File: src/rtl/rf_pkg.sv
// Shared register-file definitions: default geometry and the write-arbiter FSM encoding.
// Latency: n/a (types and constants only).
// Backpressure: n/a.
//
// Contents:
//   RF_ADDR_W / RF_DATA_W / RF_DEPTH : default register file geometry
//   rf_state_e                       : write-port owner, INIT = clear sweep, RUN = requesters
package rf_pkg;

  localparam int RF_ADDR_W = 5;
  localparam int RF_DATA_W = 32;
  localparam int RF_DEPTH  = 2 ** RF_ADDR_W;

  // INIT owns the write port until every entry has been cleared once,
  // then RUN hands it to the requesters for the rest of time.
  typedef enum logic {
    INIT = 1'b0,
    RUN  = 1'b1
  } rf_state_e;

endpackage : rf_pkg

File: src/rtl/rr_arbiter.sv
// Round-robin grant: first valid requester at or after ptr (wrapping) wins.
// Latency: purely combinational, grant follows valid/ptr in the same cycle.
// Backpressure: none here; the caller decides when the grant is allowed out.
//
// Ports:
//   valid [NUM_REQ-1:0] : request vector
//   ptr   [PTR_W-1:0]   : highest-priority index, must be < NUM_REQ
//   grant [NUM_REQ-1:0] : one-hot (or zero when nothing is valid)
module rr_arbiter #(
  parameter int NUM_REQ = 3,
  parameter int PTR_W   = (NUM_REQ > 1) ? $clog2(NUM_REQ) : 1
) (
  input  logic [NUM_REQ-1:0] valid,
  input  logic [PTR_W-1:0]   ptr,
  output logic [NUM_REQ-1:0] grant
);

  // One extra bit so ptr + offset never overflows before the wrap.
  localparam logic [PTR_W:0] NUM_L = (PTR_W + 1)'(NUM_REQ);

  logic [PTR_W:0]   pos;
  logic [PTR_W-1:0] idx;
  logic             found;

  // Walk the requesters in priority order starting at ptr; the first valid
  // one seen gets the grant and every later candidate is masked by 'found'.
  always_comb begin
    grant = '0;
    found = 1'b0;
    pos   = '0;
    idx   = '0;
    for (int i = 0; i < NUM_REQ; i++) begin
      pos = {1'b0, ptr} + (PTR_W + 1)'(i);
      if (pos >= NUM_L) begin
        pos = pos - NUM_L;
      end
      idx = pos[PTR_W-1:0];
      if (!found && valid[idx]) begin
        grant[idx] = 1'b1;
        found      = 1'b1;
      end
    end
  end

endmodule : rr_arbiter

File: src/rtl/rf_write_arbiter.sv
// Register-file write arbiter: clears every entry after reset, then round-robins NUM_REQ writers onto one port.
// Latency: a handshake in cycle N appears on the write port in cycle N+1 (registered outputs).
// Backpressure: ready is held low during the clear sweep; afterwards at most one requester is ready per cycle.
//
// Ports:
//   clk_i, rst_ni             : clock, asynchronous active-low reset
//   req_valid_i/_addr_i/_data_i: per-requester write requests, requester k at slice k
//   req_ready_o               : per-requester accept (handshake = valid & ready)
//   rf_we_o/_waddr_o/_wdata_o : register file write port
//   init_done_o               : high from the first cycle after the clear sweep has been written out
module rf_write_arbiter
  import rf_pkg::*;
#(
  parameter int NUM_REQ = 3,
  parameter int DATA_W  = RF_DATA_W,
  parameter int ADDR_W  = RF_ADDR_W
) (
  input  logic                      clk_i,
  input  logic                      rst_ni,
  input  logic [NUM_REQ-1:0]        req_valid_i,
  input  logic [NUM_REQ*ADDR_W-1:0] req_addr_i,
  input  logic [NUM_REQ*DATA_W-1:0] req_data_i,
  output logic [NUM_REQ-1:0]        req_ready_o,
  output logic                      rf_we_o,
  output logic [ADDR_W-1:0]         rf_waddr_o,
  output logic [DATA_W-1:0]         rf_wdata_o,
  output logic                      init_done_o
);

  localparam int PTR_W = (NUM_REQ > 1) ? $clog2(NUM_REQ) : 1;

  // The sweep counter is one bit wider than an address so that reaching
  // 2**ADDR_W means "last clear write is already on the port".
  localparam logic [ADDR_W:0]  SWEEP_END = {1'b1, {ADDR_W{1'b0}}};
  localparam logic [PTR_W-1:0] PTR_LAST  = PTR_W'(NUM_REQ - 1);

  rf_state_e           state;
  logic [ADDR_W:0]     sweep_cnt;
  logic [PTR_W-1:0]    ptr;
  logic [PTR_W-1:0]    ptr_nxt;
  logic [PTR_W-1:0]    gnt_idx;
  logic [NUM_REQ-1:0]  grant;
  logic [NUM_REQ-1:0]  hs;
  logic                hs_any;
  logic [ADDR_W-1:0]   sel_addr;
  logic [DATA_W-1:0]   sel_data;

  rr_arbiter #(
    .NUM_REQ (NUM_REQ),
    .PTR_W   (PTR_W)
  ) u_rr_arbiter (
    .valid (req_valid_i),
    .ptr   (ptr),
    .grant (grant)
  );

  // Requesters are locked out while the sweep owns the port. state is reset
  // asynchronously to INIT, so ready drops the moment rst_ni falls.
  assign req_ready_o = (state == RUN) ? grant : '0;
  assign hs          = req_valid_i & req_ready_o;
  assign hs_any      = |hs;

  // hs is one-hot, so this loop just encodes the winner and picks its
  // address/data slice; these are captured only on the handshake edge.
  always_comb begin
    gnt_idx  = '0;
    sel_addr = '0;
    sel_data = '0;
    for (int k = 0; k < NUM_REQ; k++) begin
      if (hs[k]) begin
        gnt_idx  = PTR_W'(k);
        sel_addr = req_addr_i[k*ADDR_W +: ADDR_W];
        sel_data = req_data_i[k*DATA_W +: DATA_W];
      end
    end
  end

  // Priority moves to the requester just after the winner, wrapping.
  assign ptr_nxt = (gnt_idx == PTR_LAST) ? '0 : gnt_idx + PTR_W'(1);

  always_ff @(posedge clk_i or negedge rst_ni) begin
    if (!rst_ni) begin
      state       <= INIT;
      sweep_cnt   <= '0;
      ptr         <= '0;
      rf_we_o     <= 1'b0;
      rf_waddr_o  <= '0;
      rf_wdata_o  <= '0;
      init_done_o <= 1'b0;
    end else begin
      case (state)
        INIT: begin
          if (sweep_cnt == SWEEP_END) begin
            // Last clear write went out on the previous edge; hand over.
            state       <= RUN;
            init_done_o <= 1'b1;
            rf_we_o     <= 1'b0;
          end else begin
            rf_we_o    <= 1'b1;
            rf_waddr_o <= sweep_cnt[ADDR_W-1:0];
            rf_wdata_o <= '0;
            sweep_cnt  <= sweep_cnt + (ADDR_W + 1)'(1);
          end
        end

        RUN: begin
          rf_we_o <= 1'b0;
          if (hs_any) begin
            ptr <= ptr_nxt;
            // Register 0 is hard-wired to zero: the request is consumed
            // but never reaches the port, and the port keeps its last value.
            if (sel_addr != '0) begin
              rf_we_o    <= 1'b1;
              rf_waddr_o <= sel_addr;
              rf_wdata_o <= sel_data;
            end
          end
        end

        default: begin
          state <= INIT;
        end
      endcase
    end
  end

  // Structural guarantees the rest of the pipeline relies on.
  a_ready_onehot : assert property (@(posedge clk_i) disable iff (!rst_ni)
    $onehot0(req_ready_o));

  a_ready_only_in_run : assert property (@(posedge clk_i) disable iff (!rst_ni)
    (state != RUN) |-> (req_ready_o == '0));

  a_ready_only_to_valid : assert property (@(posedge clk_i) disable iff (!rst_ni)
    ((req_ready_o & ~req_valid_i) == '0));

endmodule : rf_write_arbiter

File: config.mk
export PLATFORM = sky130hd
export DESIGN_NAME = rf_write_arbiter
export DESIGN_NICKNAME = d
export VERILOG_FILES = /design/src/rtl/rf_pkg.sv /design/src/rtl/rr_arbiter.sv /design/src/rtl/rf_write_arbiter.sv
export SDC_FILE = /design/constraint.sdc
export NUM_CORES = 1
export LEC_CHECK = 0
export CORE_UTILIZATION = 41
export CTS_CLUSTER_SIZE = 25
export DETAILED_ROUTE_END_ITERATION = 10
export HOLD_SLACK_MARGIN = 0.02
export PLACE_DENSITY = 0.84
export SYNTH_ARGS = -nofsm -noshare
export SYNTH_HDL_FRONTEND = slang
export SYNTH_SLANG_ARGS = --single-unit
File: constraint.sdc
create_clock -name clk_i -period 3.9 [get_ports clk_i]
set_clock_uncertainty 0.1 [all_clocks]
set_input_delay 0.39 -clock clk_i [delete_from_list [all_inputs] [get_ports clk_i]]
set_output_delay 0.39 -clock clk_i [all_outputs]
set_load 0.01 [all_outputs]
Yosys cells after proc, flatten, opt, wreduce, memory -nomap -nowiden --
Cells that the tools add are included.
Operators by class: add/subtract/negate cells 7, $lt $le $gt $ge 9, equal/unequal tests 5, muxes and demuxes 44, bitwise logic cells 5, reduce and logical (&&, ||, !) cells 13
Operators with widths (number):
- 32-bit 2-to-1 mux | 6
- 32-bit case mux with 2 select lines | 1
- 5-bit 2-to-1 mux | 6
- 1-bit 2-to-1 mux | 14
- 3-bit 2-to-1 mux | 4
- 2-bit 2-to-1 mux | 5
- 5-bit case mux with 2 select lines | 1
- 2-bit by 3-bit less-than comparator with 1-bit output, second input constant | 3
- 6-bit by 1-bit adder with 6-bit output, second input constant | 1
- 1-bit binary-select mux with 2-bit select | 3
- 1-bit demux with 2-bit select | 3
- 6-bit equality test, second input constant | 1
- 2-bit by 1-bit >= comparator with 1-bit output, second input constant | 3
- 3-bit by 2-bit >= comparator with 1-bit output, second input constant | 2
- 3-bit OR | 2
- 2-bit AND reduction | 3
- 2-bit subtractor, second input constant | 3
- 1-bit logical AND | 5
- 5-bit nonzero test | 1
- 2-bit by 1-bit != test with 1-bit output, second input constant | 2
- 2-bit by 1-bit adder with 3-bit output, second input constant | 1
- 2-bit by 2-bit adder with 3-bit output, second input constant | 1
- 3-bit bitwise AND | 1
- 3-bit AND reduction | 1
- other kinds (8) | 10
Word-level totals: register bits 48, input port bits 116, output and inout port bits 42, logic and storage cells 90

Longest topological paths before layout --
word-level depth 20, gate-level depth with buffers 13, gate-level depth less buffers 11

Cells and area by module --
From an unflattened synthesis, not the netlist that was laid out.
Unflattened totals: cells, all modules 270, area, all modules 2820.2 sq um
Modules (own cells, without submodules):
- rf_write_arbiter | times used 1, cells an instance 236, area an instance 2560.0 sq um, sequential area each 1201.2 sq um
- rr_arbiter | times used 1, cells an instance 34, area an instance 260.2 sq um, sequential area each 0.0 sq um

Worst setup path after synthesis --
Ideal clock, no wire load.
kind reg-to-reg, from reg ptr[1], to reg rf_wdata_o[0], library setup time 0.079 ns, arrival time 2.989 ns, data required time 3.721 ns, slack 0.732 ns, cell stages (with the launch flop) 14, path buffers 2, period minus slack after synthesis 3.168 ns, cell sequence dfrtp_1 inv_1 ha_1 mux2_2 a222oi_1 nand4_1 and2_1 buf_2 clkinv_2 a221oi_1 or2_4 nand4_4 buf_6 mux2i_1
Between the ends: cells in the longest elaborated chain, start to end 19, elaborated cells on any way between the ends 59, classes of those cells 5 x add/sub; 9 x order compare; 2 x eq/ne; 30 x mux; 3 x bitwise; 10 x reduce/logical
Ends and longest elaborated chain:
- from (decl) | RTL line rf_write_arbiter.sv:39 | logic [PTR_W-1:0] ptr;
- from (signal assigned) | RTL line rf_write_arbiter.sv:109 | ptr <= ptr_nxt;
- 2-bit by 1-bit adder with 3-bit output, or another cell as far along | RTL line rr_arbiter.sv:33 | pos = {1'b0, ptr} + (PTR_W + 1)'(i);
- 3-bit by 2-bit >= comparator with 1-bit output, or another cell as far along | RTL line rr_arbiter.sv:34 | if (pos >= NUM_L) begin
- 2-bit 2-to-1 mux, or another cell as far along | RTL line rr_arbiter.sv:34
- 2-bit by 3-bit less-than comparator with 1-bit output (not written as such), or another cell as far along | RTL line rr_arbiter.sv:39 | grant[idx] = 1'b1;
- 1-bit logical AND (not written as such), or another cell as far along | RTL line rr_arbiter.sv:39
- 1-bit 2-to-1 mux (not written as such), or another cell as far along | RTL line rr_arbiter.sv:39
- 1-bit demux with 2-bit select, or another cell as far along
- 3-bit OR (no line) or 1-bit 2-to-1 mux (tied branches)
- 3-bit 2-to-1 mux or 1-bit logical NOT (tied branches) | RTL line rr_arbiter.sv:38 | if (!found && valid[idx]) begin
- 3-bit OR (no line) or 1-bit logical AND (tied branches)
- 3-bit 2-to-1 mux * | RTL line rr_arbiter.sv:38
- 3-bit 2-to-1 mux * | RTL line rf_write_arbiter.sv:59 | assign req_ready_o = (state == RUN) ? grant : '0;
- 3-bit bitwise AND * | RTL line rf_write_arbiter.sv:60 | assign hs = req_valid_i & req_ready_o;
- 5-bit 2-to-1 mux or 32-bit 2-to-1 mux (tied branches) (3 in series) | RTL line rf_write_arbiter.sv:70 | if (hs[k]) begin
- 5-bit nonzero test or 32-bit 2-to-1 mux (tied branches) | RTL line rf_write_arbiter.sv:112 | if (sel_addr != '0) begin
- 2-bit by 1-bit != test with 1-bit output (no line) or 32-bit 2-to-1 mux (tied branches)
- 3-bit AND reduction (no line) or 32-bit case mux with 2 select lines (tied branches)
- to (signal assigned) | RTL line rf_write_arbiter.sv:115 | rf_wdata_o <= sel_data;
- to (decl) | RTL line rf_write_arbiter.sv:26 | output logic [DATA_W-1:0] rf_wdata_o,
Every way passes the cells marked *; elsewhere a longest branch is shown, timed or not. The select of a mux whose other input is x is not followed. A chain may end at the register's enable or synchronous reset.

Final worst setup path --
from reg ptr[1], to out req_ready_o[1]
Between the ends: cells in the longest elaborated chain, start to end 12, elaborated cells on any way between the ends 44, classes of those cells 5 x add/sub; 9 x order compare; 21 x mux; 2 x bitwise; 7 x reduce/logical
Ends and longest elaborated chain:
- 2-bit by 1-bit adder with 3-bit output, or another cell as far along | RTL line rr_arbiter.sv:33
- 3-bit by 2-bit >= comparator with 1-bit output, or another cell as far along | RTL line rr_arbiter.sv:34
- 2-bit 2-to-1 mux, or another cell as far along | RTL line rr_arbiter.sv:34
- 2-bit by 3-bit less-than comparator with 1-bit output (not written as such), or another cell as far along | RTL line rr_arbiter.sv:39
- 1-bit logical AND (not written as such), or another cell as far along | RTL line rr_arbiter.sv:39
- 1-bit 2-to-1 mux (not written as such), or another cell as far along | RTL line rr_arbiter.sv:39
- 1-bit demux with 2-bit select, or another cell as far along
- 3-bit OR (no line) or 1-bit 2-to-1 mux (tied branches)
- 3-bit 2-to-1 mux or 1-bit logical NOT (tied branches) | RTL line rr_arbiter.sv:38
- 3-bit OR (no line) or 1-bit logical AND (tied branches)
- 3-bit 2-to-1 mux * | RTL line rr_arbiter.sv:38
- 3-bit 2-to-1 mux * | RTL line rf_write_arbiter.sv:59
- to (decl) | RTL line rf_write_arbiter.sv:23 | output logic [NUM_REQ-1:0] req_ready_o,
Marks and branches as above.

==> results.rst <==
.. list-table::
   :header-rows: 1

   * - Metric
     - Value
   * - Routed length on met2
     - 5090 um
   * - Actual transition at the worst max-transition pin
     - 1.04 ns
   * - Final setup fails
     - 0
   * - Placed Cells
     - 624
   * - Number of rows in the core area
     - 31
   * - Number of distinct library cell variants in the gate-level netlist after synthesis
     - between 50 and 60
   * - Net switching share of the total power
     - 0.440
   * - Detailed-routed wire length on met3
     - 644 um
   * - Total wire length after detailed routing
     - 9910 um
   * - Number of synthesized register bits
     - 48
   * - Clock Tree Root
     - sky130_fd_sc_hd__clkbuf_8
   * - Primary flip-flop cell chosen by synthesis mapping
     - sky130_fd_sc_hd__dfrtp_1
   * - Critical-path maximum fanout
     - 7
   * - Most common cell after layout, fill and taps aside
     - sky130_fd_sc_hd__clkdlybuf4s50_1
   * - Antenna-violating nets left
     - 0
   * - Post-synth top area share
     - 0.373
   * - Dominant cells by area after synthesis
     - sky130_fd_sc_hd__dfrtp_1 (37%), sky130_fd_sc_hd__a21oi_1 (11%), sky130_fd_sc_hd__mux2i_1 (10%), sky130_fd_sc_hd__nand2_1 (8.7%), sky130_fd_sc_hd__nand3_1 (5.9%)
   * - Post-route worst setup slack
     - 0.152 ns
   * - Area overhead of the layout relative to synthesis
     - 54.3%
   * - Vias per Instance
     - 5.51
   * - Highest Signal Layer
     - met4
   * - Post-DR wirelength/cell
     - 15.7 um
   * - Wl on met1
     - 3990 um
   * - Starting DRC count in detailed routing
     - 186
   * - Cts bufs inserted
     - 5
   * - IO Pins
     - 158
   * - Hold Path Class
     - primary input to async pin
   * - Final Max Tran Viols
     - 0
   * - Setup TNS
     - 0 ns
   * - Post-Synthesis Cell Area
     - between 3000 and 4000 um^2
   * - Clock slew at reported path FFs
     - 0.09 ns
   * - Combinational group share of total power
     - 0.690
   * - Final critical-path required period
     - 3.75 ns
   * - GRT Util Overall
     - 0.240
   * - Worst slack at placement
     - 0.153 ns
   * - Number of nets in the synthesized netlist
     - 507
   * - Gpl congestion
     - 0.973
   * - Type of the worst setup path
     - flip-flop to primary output
   * - H-Tree Level Count
     - 2
   * - Pwr per Cell Area
     - 723 nW/um^2
   * - Drt drc
     - 0
   * - Vias in the first global route
     - 3530
   * - Pleak
     - 2.13 nW
   * - Crit. End Element
     - primary output
   * - Clk_lat worst skew
     - 0.30 ns
   * - Number of enable flip-flop cells after synthesis
     - 0
   * - Initial core utilization
     - 0.435
   * - Critical Path AT
     - 3.26 ns
   * - Chip Width
     - 90.6 um
   * - Maximum number of pins on one net before global-route repair
     - slightly below 50
   * - Synthesized instance count
     - 385
   * - Placed wire-length estimate after detailed placement
     - between 7000 and 8000 um
   * - Max-cap violation count
     - 0
   * - Wire length of the first global-routing pass
     - 16200 um
   * - Post-layout instance count excluding filler cells
     - 632
   * - Bufs on Longest Clock Path
     - 2
   * - Height of the die
     - 90.6 um
   * - Number of diodes
     - 0
   * - Fraction of layout instances using a drive strength above 1
     - 0.0600
   * - Net switching component of the power
     - 1.58 mW
   * - Number of nets at the end of the flow
     - about 650
   * - Power share of the sequential group
     - 0.210
   * - Type of element launching the critical path
     - flip-flop
   * - Proportion of power drawn by the clock network
     - 0.100
   * - Number of clock sinks
     - 48
   * - Internal power summed over all cells
     - 2.01 mW
   * - Average size of a mapped cell
     - about 8.4 um^2
   * - Final period utilization
     - 0.961
   * - Relative slew slack
     - 0.309
   * - Worst vdd rail ir drop
     - 394 uV
   * - Number of buffers inserted by port buffering
     - 157
   * - Number of antenna violations at the first check in global routing
     - 0
   * - Remaining global-route overflow
     - 0
   * - Data required, critical path
     - 3.41 ns
   * - Initial DRT Pass Iterations
     - 6
   * - Core box area
     - 7410 um^2
   * - Post-synth ARST share
     - 1.00
   * - Upper clock frequency limit
     - 267 MHz
   * - Sequential fraction of the synthesis area
     - 0.373
   * - CTS tree
     - done
   * - Highest-count cells in the layout ignoring fill and taps
     - sky130_fd_sc_hd__clkdlybuf4s50_1 (156), sky130_fd_sc_hd__nand2_1 (75), sky130_fd_sc_hd__a21oi_1 (69)
   * - Count of hold buffers inserted by post-cts repair
     - 0
   * - Unrepaired setup endpoints after global routing
     - false
   * - Buffer count from post-CTS setup fixing
     - 0
   * - Result of the run
     - finished, final reports clean
   * - YS warnings
     - 0
   * - Largest area contributor in the netlist
     - sky130_fd_sc_hd__dfrtp_1
   * - Number of hold violations in the final report
     - 0
   * - Via count
     - 3481
   * - Area enclosed by the die boundary
     - a little over 8000 um^2
   * - Gates resized, CTS repair
     - 0
-- flip-flops by register name, summed over array words and instances, names as in the netlist --
signal       flops
rf_waddr_o       5
rf_wdata_o      32
ptr              2
init_done_o      1
rf_we_o          1
state            1
sweep_cnt        6
-- cells by family after synthesis --
| logic type | share of synthesized area |
|---|---|
| AND/OR/NAND/NOR | 0.216 |
| AO/OA/AOI/OAI | 0.203 |
| flip-flops | 0.373 |
| buffers and inverters | 0.0583 |
| multiplexers | 0.113 |
| adder cells (fa/ha/maj) | 0.0233 |
| XOR/XNOR | 0.0136 |
-- cell type report --
| cell class | count | area (um^2) |
|---|---|---|
| flip-flops and latches | 48 | 1200 |
| fillers | 605 | 2440 |
| well taps | 99 | 124 |
| clock buffers | 5 | 68.8 |
| clock inverters | 3 | 42.5 |
| repair buffers | 167 | 1640 |
| multi-input cells | 295 | 1830 |
| inverters | 15 | 57.6 |
-- power by group through the flow --
stage               Sequential (mW)  Clock [mW]  Combinational (mW)
CTS                           0.755       0.365                2.48
global route                  0.774       0.389                2.69
floorplan                     0.813           0                1.65
detailed placement            0.761           0                2.48
global placement              0.753           0                2.39
finish                        0.755       0.358                2.48
-- synthesized netlist by cell type, drive strengths merged, types with 3 or more instances --
| cell | instances |
|---|---|
| xnor2 | 5 |
| dfrtp | 48 |
| mux2i | 33 |
| ha | 6 |
| o221ai | 3 |
| nand3 | 38 |
| buf | 10 |
| mux2 | 3 |
| a21oi | 69 |
| nor3 | 3 |
| o311ai | 3 |
| inv | 14 |
| nor2 | 8 |
| clkbuf | 17 |
| nor2b | 5 |
| nand2b | 4 |
| nand2 | 75 |
| and3 | 3 |
| a22oi | 3 |
-- per-stage QoR --
step	instance area, um^2	hold slack (ns)	utilization	total power [mW]
5_1_grt	4970	0.244	0.671	3.85
6_report	4970	0.171	0.671	3.59
3_5_place_dp	4860	0.357	0.656	3.24
4_1_cts	4970	0.207	0.671	3.60
3_3_place_gp	4860	0.350	0.656	3.14
2_1_floorplan	3220	-0.00559	-	2.46
-- per-layer routing --
layer | global-route usage | up-vias
met5 | 0 | -
met4 | 0.0672 | 0
met3 | 0.0480 | 17
met2 | 0.441 | 141
met1 | 0.279 | 1667
li1 | - | 1656
-- final timing paths --
check / startpoint / end / slack (ns) / cells after the start
setup reg to reg: ptr[1] / rf_wdata_o[23] / 0.24 / 11
min in group clk_i: init_done_o / init_done_o / 0.37 / 1
hold / removal: rst_ni / rf_wdata_o[25] / 0.17 / 1
hold reg to reg: init_done_o / init_done_o / 0.37 / 1
setup / recovery: ptr[1] / req_ready_o[1] / 0.15 / 8
max in group asynchronous: rst_ni / rf_wdata_o[16] / 2.90 / 1
-- critical path, cell delays in order (launching register included) --
cell,delay (ns)
sky130_fd_sc_hd__dfrtp_1,0.42
sky130_fd_sc_hd__inv_1,0.09
sky130_fd_sc_hd__ha_1,0.32
sky130_fd_sc_hd__mux2_2,0.38
sky130_fd_sc_hd__a222oi_1,0.49
sky130_fd_sc_hd__nand4_1,0.29
sky130_fd_sc_hd__and2_1,0.30
sky130_fd_sc_hd__clkinv_2,0.11
sky130_fd_sc_hd__clkdlybuf4s50_1,0.57
Power figures use the tool's default switching activity.
